## src/rtl/cmp_pkg.sv

```systemverilog
// Shared types and constants for the comparator peak tracker.
//   peak_state_t : window FSM states
//   CMP_DW       : comparator result width, default data width
package cmp_pkg;

  localparam int unsigned CMP_DW = 4;

  typedef enum logic [1:0] {
    IDLE,
    ACCUM,
    HOLD
  } peak_state_t;

endpackage

```

## src/rtl/cmp_peak_tracker_if.sv

```systemverilog
// Handshake bundle for the peak tracker.
//   in_valid/in_ready/in_data : comparator sample stream
//   flush                     : close the current window early
//   out_valid/out_ready       : window result handshake
//   out_peak/out_count/out_rises : window result fields
// master = producer/consumer side, slave = tracker side.
interface cmp_peak_tracker_if
  import cmp_pkg::*;
#(
  parameter int unsigned DW  = CMP_DW,
  parameter int unsigned WIN = 8,
  parameter int unsigned CW  = $clog2(WIN + 1)
);

  logic          in_valid;
  logic          in_ready;
  logic [DW-1:0] in_data;
  logic          flush;
  logic          out_valid;
  logic          out_ready;
  logic [DW-1:0] out_peak;
  logic [CW-1:0] out_count;
  logic [CW-1:0] out_rises;

  modport master (
    output in_valid, in_data, flush, out_ready,
    input  in_ready, out_valid, out_peak, out_count, out_rises
  );

  modport slave (
    input  in_valid, in_data, flush, out_ready,
    output in_ready, out_valid, out_peak, out_count, out_rises
  );

endinterface

```

## src/rtl/cmp_peak_tracker_gt.sv

```systemverilog
// Unsigned greater-than comparator.
//   a, b : operands (DW bits, unsigned)
//   gt   : 1 when a > b
module peak_gt #(
  parameter int unsigned DW = 4
) (
  input  logic [DW-1:0] a,
  input  logic [DW-1:0] b,
  output logic          gt
);

  always_comb gt = (a > b);

endmodule

```

## src/rtl/cmp_peak_tracker.sv

```systemverilog
// Windowed running-maximum tracker over the comparator result stream.
// Counts samples and peak increases per window of WIN samples (or until
// flush), then holds the result on a valid/ready output.
//   clk   : clock, rising edge
//   rst_n : asynchronous active-low reset
//   bus   : slave side of cmp_peak_tracker_if (sample in, result out)
module cmp_peak_tracker
  import cmp_pkg::*;
#(
  parameter int unsigned DW  = CMP_DW,
  parameter int unsigned WIN = 8
) (
  input  logic                clk,
  input  logic                rst_n,
  cmp_peak_tracker_if.slave   bus
);

  localparam int unsigned CW = $clog2(WIN + 1);

  peak_state_t   state, state_nxt;
  logic [DW-1:0] peak, peak_nxt;
  logic [CW-1:0] cnt, cnt_nxt;
  logic [CW-1:0] rises, rises_nxt;
  logic          accept, start, cont, close, gt;

  peak_gt #(.DW(DW)) u_gt (
    .a  (bus.in_data),
    .b  (peak),
    .gt (gt)
  );

  // An accept outside ACCUM always opens a new window; in HOLD an accept
  // implies out_ready, so it is also the release of the held result.
  always_comb begin
    accept    = bus.in_valid & bus.in_ready;
    start     = accept & (state != ACCUM);
    cont      = accept & (state == ACCUM);
    peak_nxt  = peak;
    cnt_nxt   = cnt;
    rises_nxt = rises;
    if (start) begin
      peak_nxt  = bus.in_data;
      cnt_nxt   = CW'(1);
      rises_nxt = '0;
    end else if (cont) begin
      cnt_nxt = cnt + CW'(1);
      if (gt) begin
        peak_nxt  = bus.in_data;
        rises_nxt = rises + CW'(1);
      end
    end
    // WIN >= 2, so a first sample can only close the window via flush.
    close = (start & bus.flush)
          | (cont & (bus.flush | (cnt_nxt == CW'(WIN))))
          | ((state == ACCUM) & ~accept & bus.flush);
  end

  always_ff @(posedge clk or negedge rst_n) begin
    if (!rst_n) state <= IDLE;
    else        state <= state_nxt;
  end

  always_comb begin
    state_nxt = state;
    if (close)
      state_nxt = HOLD;
    else if (accept)
      state_nxt = ACCUM;
    else if ((state == HOLD) && bus.out_ready)
      state_nxt = IDLE;
  end

  always_comb begin
    bus.in_ready  = (state != HOLD) | bus.out_ready;
    bus.out_valid = (state == HOLD);
  end

  always_ff @(posedge clk or negedge rst_n) begin
    if (!rst_n) begin
      peak  <= '0;
      cnt   <= '0;
      rises <= '0;
    end else begin
      peak  <= peak_nxt;
      cnt   <= cnt_nxt;
      rises <= rises_nxt;
    end
  end

  // Result registers change only on entry to HOLD.
  always_ff @(posedge clk or negedge rst_n) begin
    if (!rst_n) begin
      bus.out_peak  <= '0;
      bus.out_count <= '0;
      bus.out_rises <= '0;
    end else if (close) begin
      bus.out_peak  <= peak_nxt;
      bus.out_count <= cnt_nxt;
      bus.out_rises <= rises_nxt;
    end
  end

endmodule

```

## src/flat_wrapper.sv

```systemverilog
// flat-port wrapper written by rule: the top's interface ports become plain ports
module cmp_peak_tracker_flat import cmp_pkg::*;
#(
  parameter int unsigned DW  = CMP_DW,
  parameter int unsigned WIN = 8
)
  (clk, rst_n, bus_in_valid, bus_in_data, bus_flush, bus_out_ready, bus_in_ready, bus_out_valid, bus_out_peak, bus_out_count, bus_out_rises);
  cmp_peak_tracker_if #(.DW(DW), .WIN(WIN)) bus_i ();
  input  logic clk;
  input  logic rst_n;
  input wire logic [$bits(bus_i.in_valid)-1:0] bus_in_valid;
  input wire logic [$bits(bus_i.in_data)-1:0] bus_in_data;
  input wire logic [$bits(bus_i.flush)-1:0] bus_flush;
  input wire logic [$bits(bus_i.out_ready)-1:0] bus_out_ready;
  output wire logic [$bits(bus_i.in_ready)-1:0] bus_in_ready;
  output wire logic [$bits(bus_i.out_valid)-1:0] bus_out_valid;
  output wire logic [$bits(bus_i.out_peak)-1:0] bus_out_peak;
  output wire logic [$bits(bus_i.out_count)-1:0] bus_out_count;
  output wire logic [$bits(bus_i.out_rises)-1:0] bus_out_rises;
  assign bus_i.in_valid = bus_in_valid;
  assign bus_i.in_data = bus_in_data;
  assign bus_i.flush = bus_flush;
  assign bus_i.out_ready = bus_out_ready;
  assign bus_in_ready = bus_i.in_ready;
  assign bus_out_valid = bus_i.out_valid;
  assign bus_out_peak = bus_i.out_peak;
  assign bus_out_count = bus_i.out_count;
  assign bus_out_rises = bus_i.out_rises;
  cmp_peak_tracker #(.DW(DW), .WIN(WIN)) u_core (.clk(clk), .rst_n(rst_n), .bus(bus_i));
endmodule
```

## config.mk

```make
export PLATFORM = sky130hd
export DESIGN_NAME = cmp_peak_tracker_flat
export DESIGN_NICKNAME = d
export VERILOG_FILES = /design/src/rtl/cmp_pkg.sv /design/src/rtl/cmp_peak_tracker_if.sv /design/src/rtl/cmp_peak_tracker_gt.sv /design/src/rtl/cmp_peak_tracker.sv /design/src/flat_wrapper.sv
export SDC_FILE = /design/constraint.sdc
export NUM_CORES = 1
export LEC_CHECK = 0
export ABC_CLOCK_PERIOD_IN_PS = 1700
export CAP_MARGIN = 40
export CORE_MARGIN = 2
export CORE_UTILIZATION = 44
export CTS_CLUSTER_SIZE = 10
export DETAILED_ROUTE_END_ITERATION = 12
export PLACE_DENSITY = 0.7
export SLEW_MARGIN = 40
export SYNTH_ARGS = -nofsm -noshare
export SYNTH_HDL_FRONTEND = slang
export SYNTH_SLANG_ARGS = --single-unit
export TNS_END_PERCENT = 10
```

## constraint.sdc

```tcl
create_clock -name clk -period 1.7 [get_ports clk]
set_input_delay 0.255 -clock clk [delete_from_list [all_inputs] [get_ports clk]]
set_output_delay 0.255 -clock clk [all_outputs]
set_load 0.01 [all_outputs]
```

==> After elaboration in Yosys (flattened, before gate mapping) <==
Cells that the tools add are included.
{ "word_totals": {"out_inout_bits": 14, "inputBits": 9, "reg_bits": 26, "elab_cells": 40} }
{ "op_classes": {"mux": 11, "reduce_logical": 2, "eq_ne": 5, "addsub": 2, "order_cmp": 1, "n_bitwise": 12} }
{ "ops": {"columns": ["op", "n"], "rows": [
  ["4-bit 2-to-1 mux", 8],
  ["4-bit by 1-bit adder with 4-bit output (second input constant)", 2],
  ["1-bit AND", 7],
  ["2-bit 2-to-1 mux", 3],
  ["4-bit equality test (second input constant)", 1],
  ["4-bit > comparator", 1],
  ["1-bit OR", 4],
  ["3-bit nonzero test", 1],
  ["2-bit by 1-bit equality test with 1-bit output (second input constant)", 1],
  ["2-bit equality test (second input constant)", 1],
  ["2-bit by 1-bit inequality test with 1-bit output (second input constant)", 1],
  ["2-bit inequality test (second input constant)", 1],
  ["1-bit logical AND", 1],
  ["1-bit inverter", 1]
]} }

==> Longest topological paths before layout <==
Gate-level depths: netlist of the first run.
{ "depth": {"depth_word": 12, "ltp_mapped": 7, "ltp_nobuf": 7} }

==> Hierarchy <==
Synthesis of the first run repeated with hierarchy kept, for this count alone.
{ "unflattened": {"cells_unflattened": 103, "area_unflattened_um2": 1302.5} }
{ "modules_own_cells": {"columns": ["mod", "area_each_um2", "cells_per_inst", "seq_area_each_um2", "instances"], "rows": [
  ["cmp_peak_tracker", 1203.7, 90, 650.6, 1],
  ["peak_gt", 98.8, 13, 0.0, 1]
]} }

==> Least setup slack after synthesis of the first run <==
OpenSTA, ideal clock, no wires.
{ "synth_path": {"path_type": "reg-to-reg", "startpoint": "register u_core.peak[1]", "endpoint": "register u_core.bus.out_rises[0]", "setup_slack_ns": -0.157, "setup_time_ns": 0.125, "period_less_slack_ns": 1.857, "arrival_time_ns": 1.732, "path_stages_with_launch": 8, "path_buffers": 0, "required_time_ns": 1.575, "cell_sequence": "dfrtp_1 -> inv_1 -> ha_1 -> nor2b_1 -> o211a_1 -> o21ai_0 -> mux2i_1 -> mux2_4"} }
{ "synth_between": {"elab_chain_len": 4} }
{ "synth_lines": {"columns": ["item", "line_no", "source"], "rows": [
  ["start, declared", "cmp_peak_tracker.sv:21", "logic [DW-1:0] peak, peak_nxt;"],
  ["start signal, assigned", "cmp_peak_tracker.sv:84", "peak <= peak_nxt;"],
  ["4-bit > comparator", "cmp_peak_tracker_gt.sv:12", "always_comb gt = (a > b);"],
  ["4-bit 2-to-1 mux", "cmp_peak_tracker.sv:47", "if (gt) begin"],
  ["4-bit 2-to-1 mux", "cmp_peak_tracker.sv:45", "end else if (cont) begin"],
  ["4-bit 2-to-1 mux", "cmp_peak_tracker.sv:41", "if (start) begin"],
  ["via u_core.rises_nxt[0]", "cmp_peak_tracker.sv:23", "logic [CW-1:0] rises, rises_nxt;"],
  ["end signal, assigned", "cmp_peak_tracker.sv:99", "bus.out_rises <= rises_nxt;"],
  ["end, declared", "cmp_peak_tracker_if.sv:32", "output in_ready, out_valid, out_peak, out_count, out_rises"]
]} }
The timed path passes the listed nets, and every way through them passes these cells.
A chain may end at the register's enable or synchronous reset.

==> Worst setup path after layout of the first run <==
{ "layout_path": {"startpoint": "input port bus_in_data[1]", "endpoint": "register u_core.bus.out_rises[0]"} }
{ "layout_between": {"elab_chain_len": 4} }
{ "layout_lines": {"columns": ["item", "line_no", "source"], "rows": [
  ["start, declared", "flat_wrapper.sv:12", "input wire logic [$bits(bus_i.in_data)-1:0] bus_in_data;"],
  ["4-bit > comparator", "cmp_peak_tracker_gt.sv:12", null],
  ["4-bit 2-to-1 mux", "cmp_peak_tracker.sv:47", null],
  ["4-bit 2-to-1 mux", "cmp_peak_tracker.sv:45", null],
  ["4-bit 2-to-1 mux", "cmp_peak_tracker.sv:41", null],
  ["via u_core.rises_nxt[0]", "cmp_peak_tracker.sv:23", null]
]} }
The timed path passes the listed nets, and every way through them passes these cells.

==> out/qor.txt, run 1 <==
Status: complete, but fails checks
Failing checks: setup timing
Pwr Total: 0.00280 W
Layout cell share with drive strength beyond 1: 39.4%
CP Capture Type: register
Synthesized instance count: 119
Fin crit share: 108%
Met1 GRT Util: 26.3%
Synth Warn #: 0
Top-area cell type share of the netlist area: 46.5%
Initial Util: 46.2%
Net Sw Power: 0.000999 W
Clk buf depth: 2
Final count of pins violating max slew: 0
Routed vias: 1115
Synthesized net count: 134
Worst setup margin: -138 ps
I/O Pins: 23
Post-route ant nets: 0
Switching Fraction: 35.7%
Worst-path clk slew: 140 ps
Most common cell after layout, fill and taps aside: dfrtp_1
Row count: 20
Setup violations, final: 14
Max stage delay cell, worst path: clkdlybuf4s50_1
Power density cells: 1380 nW/um^2
First-pass DRT Iterations: 4
Nets@finish: 186
Clock Power Share: 11.1%
Worst VDD drop: 0.000718 V
Internal power: 0.00180 W
Post-synthesis sequential area ratio: 46.5%
Clock latency on the worst-skew pair: 320 ps
Die height: 60.4 um
Most area-hungry cell type in the Yosys netlist: dfrtp_1
Comb power frac: 54.5%
Hold-fix buffers, CTS: 0
Final Cell Area: 2030 um^2
Initial DRC Count: 28
Cell Area, Synth: 1400 um^2
Crit-path max cell delay: 540 ps
Inserted Clock Buffers: 3
Inserted Diodes: 0
Global-route wire length before repair: 5460 um
Final hold violation count: 0
Tot GR Track Use: 20.1%
#FFs+latches synth: 26
FMAX: 544 MHz
Number of buffers and inverters on the critical path: 1
Placed Area: 1840 um^2
Vias in the first global route: 1183
Detail Placement HPWL: 2410 um
Placeable Area: 3030 um^2
Worst Hold Class: input pin to async pin
Vias per inst: 5.21
Grt met2 use: 34.8%
Overflow after GRT: 0
CTS tree: done
Leak: 0.956 nW
Area Overhead vs Synth: 45.0%
GR Util met3: 2.77%
Max-slew headroom: 77.2%
Clock sinks: 26
Power share of the sequential group: 34.3%
Yosys cell types: 35
Gpl congestion: 0.867
Worst-Margin Slew: 340 ps
Pre-CTS WS: -570 ps
Syn Area/Cell: 11.8 um^2
Skew final: 6.53 ps
Die X: 60.4 um
H-Tree Level Count: 1
Most frequent cells in the layout: 25 x dfrtp_1, 24 x buf_4, 20 x clkdlybuf4s50_1
Unrepaired setup endpoints after global routing: true
CP delay by family, top: buffers and inverters
Max_cap viols: 0
# DRC: 0
Synth area leaders: dfrtp_1 46%, mux2_4 7.5%, ha_1 5.4%
Routed WL per cell: 15.4 um
Hold slack: 284 ps
CP max FO: 5
Port Buffers: 22
CP cell instances: clkdlybuf4s50_1 -> ha_4 -> nor2b_4 -> o211a_4 -> o21ai_2 -> mux2i_1 -> mux2_4
Period minus WS final: 1840 ps
Arrival @ worst endpoint: 2110 ps
Die area: 3650 um^2
CP Launch Type: input pin
Crit path required time: 1970 ps
Final WL: 3300 um
GRT Max-Usage Layer: met2
CTS Root Cell: clkbuf_4
Critical Setup Path Class: input pin to register
Initial antenna violation count: 0
Largest net degree at the start of global routing: 27
## final timing paths
| path | startpoint | endpoint | slack [ps] | cells after the start |
|---|---|---|---|---|
| setup / recovery | bus_in_data[1] | u_core.bus.out_rises[0] | -140 | 7 |
| max in group asynchronous | rst_n | u_core.state[0] | 1150 | 2 |
| hold reg to reg | u_core.rises[3] | u_core.rises[3] | 480 | 1 |
| min in group clk | u_core.rises[3] | u_core.rises[3] | 480 | 1 |
| hold / removal | rst_n | u_core.cnt[0] | 280 | 2 |
| setup reg to reg | u_core.cnt[0] | u_core.bus.out_rises[3] | -140 | 6 |
## power groups by stage
stage	Sequential [W]	Combinational, W	Clock [W]
after floorplan	0.000978	0.000682	0
after global placement	0.000960	0.00122	0
after detailed placement	0.000970	0.00127	0
after CTS	0.000956	0.00137	0.000325
after global routing	0.000985	0.00166	0.000346
final	0.000960	0.00153	0.000312
## repair_timing
action	CTS	global route
setup endpoints to repair	20	24
pin swaps	7	3
setup buffers	3	2
gates resized for setup	18	16
## through the flow
| step | cells | setup TNS, ps | util (%) |
|---|---|---|---|
| after detailed placement | 205 | -9660 | 60.6 |
| after floorplan | 119 | -568 | - |
| after global placement | 205 | -8770 | 60.6 |
| after CTS | 212 | -1670 | 64.4 |
| after global routing | 214 | -2650 | 67.0 |
| final | 214 | -1360 | 67.0 |
## cells by family after synthesis
group	Yosys count	synth area share [%]
xor+xnor	2	1.25
compound gates	37	19.9
mux	12	11.2
fa+ha+maj	6	5.36
buf+inv	9	3.49
flops	26	46.5
simple gates	27	12.3
## metal layers
layer  routed length (um)  vias up
li1                     -      542
met1                 1470      546
met2                 1690       21
met3                   93        6
met4                   44        0
met5                    0        -
## cell usage after synthesis
master / count
dfrtp_1: 26
nand2_1: 8
o21ai_0: 8
inv_1: 7
mux2_4: 7
nor2_1: 7
ha_1: 6
a21o_1: 5
mux2i_1: 4
a21boi_0: 3
a21oi_1: 3
nor3_1: 3
o211ai_1: 3
o21a_1: 3
o32a_2: 3
o32ai_1: 3
buf_6: 2
a21oi_2: 1
a32oi_1: 1
a41oi_2: 1
and3_1: 1
mux2_2: 1
nand2b_1: 1
nand3_1: 1
nand3b_4: 1
nand4_1: 1
nor2_8: 1
nor2b_1: 1
nor3b_1: 1
nor4b_4: 1
o211a_1: 1
o21ai_1: 1
o22a_2: 1
xnor2_1: 1
xor2_1: 1
## area by class of cell
type	instances	area, um^2
sequential	26	652
timing repair buffer	49	432
clock buffer	4	36.3
tap	44	55.1
fill	249	998
inverter	7	26.3
multi-input combinational	84	828
## registers in the layout, summed over array words and instances (netlist names)
| register | flops |
|---|---|
| u_core.cnt | 4 |
| u_core.bus.out_rises | 4 |
| u_core.bus.out_peak | 4 |
| u_core.state | 2 |
| u_core.rises | 4 |
| u_core.bus.out_count | 4 |
| u_core.peak | 4 |
Note: power is estimated with default switching activity, not from simulation.
==> inputs of run 2 (changes only) <==
- CORE_MARGIN: 2 -> 8
==> run 2 against run 1 <==
Against the previous run:
- the run still ends with setup timing left
- setup slack improved by 3.0 ps
- die area grew 44%
- final cell count rose by 3.7%
- utilization rose by 1.5 points
- global-route usage is 6.2 points lower
- sequential power down 1%
- non-clock buffer count up 8
- critical path depth is the same
- clock-buffer cell count decreased by 1
- clock power is 42% higher
==> out/qor.txt, run 2 (same netlist as run 1, synthesis figures left out) <==
Multi-input logic area: 817 um^2 (-1.4%)
Nets@finish: 194 (+4.3%)
H-Tree Level Count: 1 (unchanged)
Failing checks: setup timing
Tot GR Track Use: 13.9% (-6.2 points)
Placeable Area: 3050 um^2 (+0.83%)
Inserted Diodes: 0 (unchanged)
CP cell instances: inv_2 -> ha_4 -> nor2b_4 -> o211a_4 -> o211ai_1 -> mux2i_1 -> mux2_4
Power density cells: 1420 nW/um^2 (+2.7%)
Most frequent cells in the layout: 32 x buf_4, 25 x dfrtp_1, 20 x clkdlybuf4s50_1
FILL cells: 243 (-2.4%)
Worst setup margin: -135 ps (+3.03 ps)
Inserted Clock Buffers: 3 (unchanged)
Initial antenna violation count: 0 (unchanged)
Skew final: 10.7 ps (+4.14 ps)
Max stage delay cell, worst path: dfrtp_1
Number of buffers and inverters on the critical path: 1 (unchanged)
First-pass DRT Iterations: 4 (unchanged)
Max-slew headroom: 77.2% (about the same)
CP Capture Type: register
Setup violations, final: 18 (+4)
CP max FO: 5 (unchanged)
Gpl congestion: 0.803 (-7.4%)
Unrepaired setup endpoints after global routing: true
Non-Filler Instances: 222 (+3.7%)
Status: complete, but fails checks
Initial DRC Count: 45 (+61%)
Die X: 72.4 um (+20%)
Largest net degree at the start of global routing: 27 (unchanged)
Detail Placement HPWL: 2360 um (-2.1%)
Core Util, Final: 68.5% (+1.5 points)
Area Overhead vs Synth: 49.3%
Vias in the first global route: 1232 (+4.1%)
Routed WL per cell: 15.8 um (+2.9%)
Clock latency on the worst-skew pair: 340 ps (+20 ps)
Global-route wire length before repair: 5780 um (+6.0%)
CP delay by family, top: compound AO/OA/AOI/OAI gates
Critical Setup Path Class: register to register
Pre-CTS WS: -562 ps (+7.75 ps)
Final count of pins violating max slew: 0 (unchanged)
Placed Cells: 209 (+2.0%)
Clk buf depth: 2 (unchanged)
Arrival @ worst endpoint: 2070 ps (-40 ps)
Final hold violation count: 0 (unchanged)
Post-route ant nets: 0 (unchanged)
Die area: 5240 um^2 (+44%)
Worst Hold Class: input pin to async pin
Period minus WS final: 1840 ps (-3.03 ps)
Initial Util: 45.9% (-0.38 points)
Max_cap viols: 0 (unchanged)
CTS Root Cell: clkbuf_4
Worst VDD drop: 0.000684 V (-4.7%)
Routed vias: 1162 (+4.2%)
Area taken by flip-flops and latches: 652 um^2 (unchanged)
# DRC: 0 (unchanged)
Row count: 20 (unchanged)
Most common cell after layout, fill and taps aside: buf_4
Post-route setup TNS: -1470 ps (-112 ps)
Clock sinks: 26 (unchanged)
Fin crit share: 108% (-0.18 points)
Port Buffers: 22 (unchanged)
CTS tree: done
Worst-path clk slew: 160 ps (+20 ps)
Die height: 72.4 um (+20%)
Worst-Margin Slew: 343 ps (+3.18 ps)
CP Launch Type: register
Overflow after GRT: 0 (unchanged)
Layout cell share with drive strength beyond 1: 42.1% (+2.7 points)
Crit-path max cell delay: 430 ps (-110 ps)
Crit path required time: 1940 ps (-30 ps)
Final WL: 3520 um (+6.7%)
I/O Pins: 23 (unchanged)
FMAX: 545 MHz (+0.17%)
Vias per inst: 5.23 (+0.46%)
Leak: 1.00 nW (+4.8%)
==> run 2: what timing repair did <==
item | in CTS | in global routing
gates resized for setup | 28 | 5
hold buffers | 0 | 0
buffers inserted | 3 | 6
endpoints found under the setup margin | 21 | 22
pin swaps | 10 | 3
==> run 2: area by class of cell <==
cell class              count  share of cell area [%]
flip-flops and latches     26                    31.2
inverters                   7                    1.26
well taps                  44                    2.63
multi-input cells          84                    39.1
clock inverters             1                    1.44
clock buffers               3                    1.08
repair buffers             57                    23.3
==> run 2: final timing paths <==
path,slack [ps],start,depth (start not counted),to
min,260,rst_n,2,u_core.peak[3]
max reg2reg,-140,u_core.peak[1],7,u_core.bus.out_rises[3]
min in group clk,510,u_core.peak[2],1,u_core.peak[2]
min reg2reg,510,u_core.peak[2],1,u_core.peak[2]
max,-140,u_core.peak[1],7,u_core.bus.out_rises[3]
max in group asynchronous,1160,rst_n,2,u_core.state[0]
==> run 2: worst reg2reg max path: stages (launching register included) <==
cell and delay [ps]:
dfrtp_1 430, inv_2 80, ha_4 210, nor2b_4 130, o211a_4 250, o211ai_1 220
mux2i_1 130, mux2_4 280
==> run 2: power breakdown <==
part | leakage (nW) | internal (W) | switching [W] | total, W
Clock | 0.0279 | 0.000239 | 0.000203 | 0.000442
Sequential | 0.332 | 0.000809 | 0.000140 | 0.000948
Combinational | 0.642 | 0.000889 | 0.000679 | 0.00157
Total | 1.00 | 0.00194 | 0.00102 | 0.00296
==> run 2: per-layer routing <==
| layer | wire (um) | track usage (%) | vias up |
|---|---|---|---|
| li1 | - | - | 562 |
| met1 | 1570 | 16.2 | 571 |
| met2 | 1730 | 23.0 | 27 |
| met3 | 188 | 4.96 | 2 |
| met4 | 23 | 4.44 | 0 |
| met5 | 0 | 0 | - |
==> run 2: per-stage QoR <==
| step | cell area, um^2 | power [W] | hold slack (ps) |
|---|---|---|---|
| finish | 2090 | 0.00296 | 261 |
| global route | 2090 | 0.00313 | 296 |
| CTS | 2020 | 0.00287 | 271 |
| detailed placement | 1870 | 0.00226 | 468 |
| global placement | 1870 | 0.00221 | 461 |
| floorplan | 1420 | 0.00166 | -40.6 |
==> inputs of run 3 (changes only) <==
- CTS_CLUSTER_SIZE: 10 -> not set
- GPL_ROUTABILITY_DRIVEN: not set -> 0
==> results of run 3 <==
The final DEF is identical to that of run 2; final timing and power are the same.
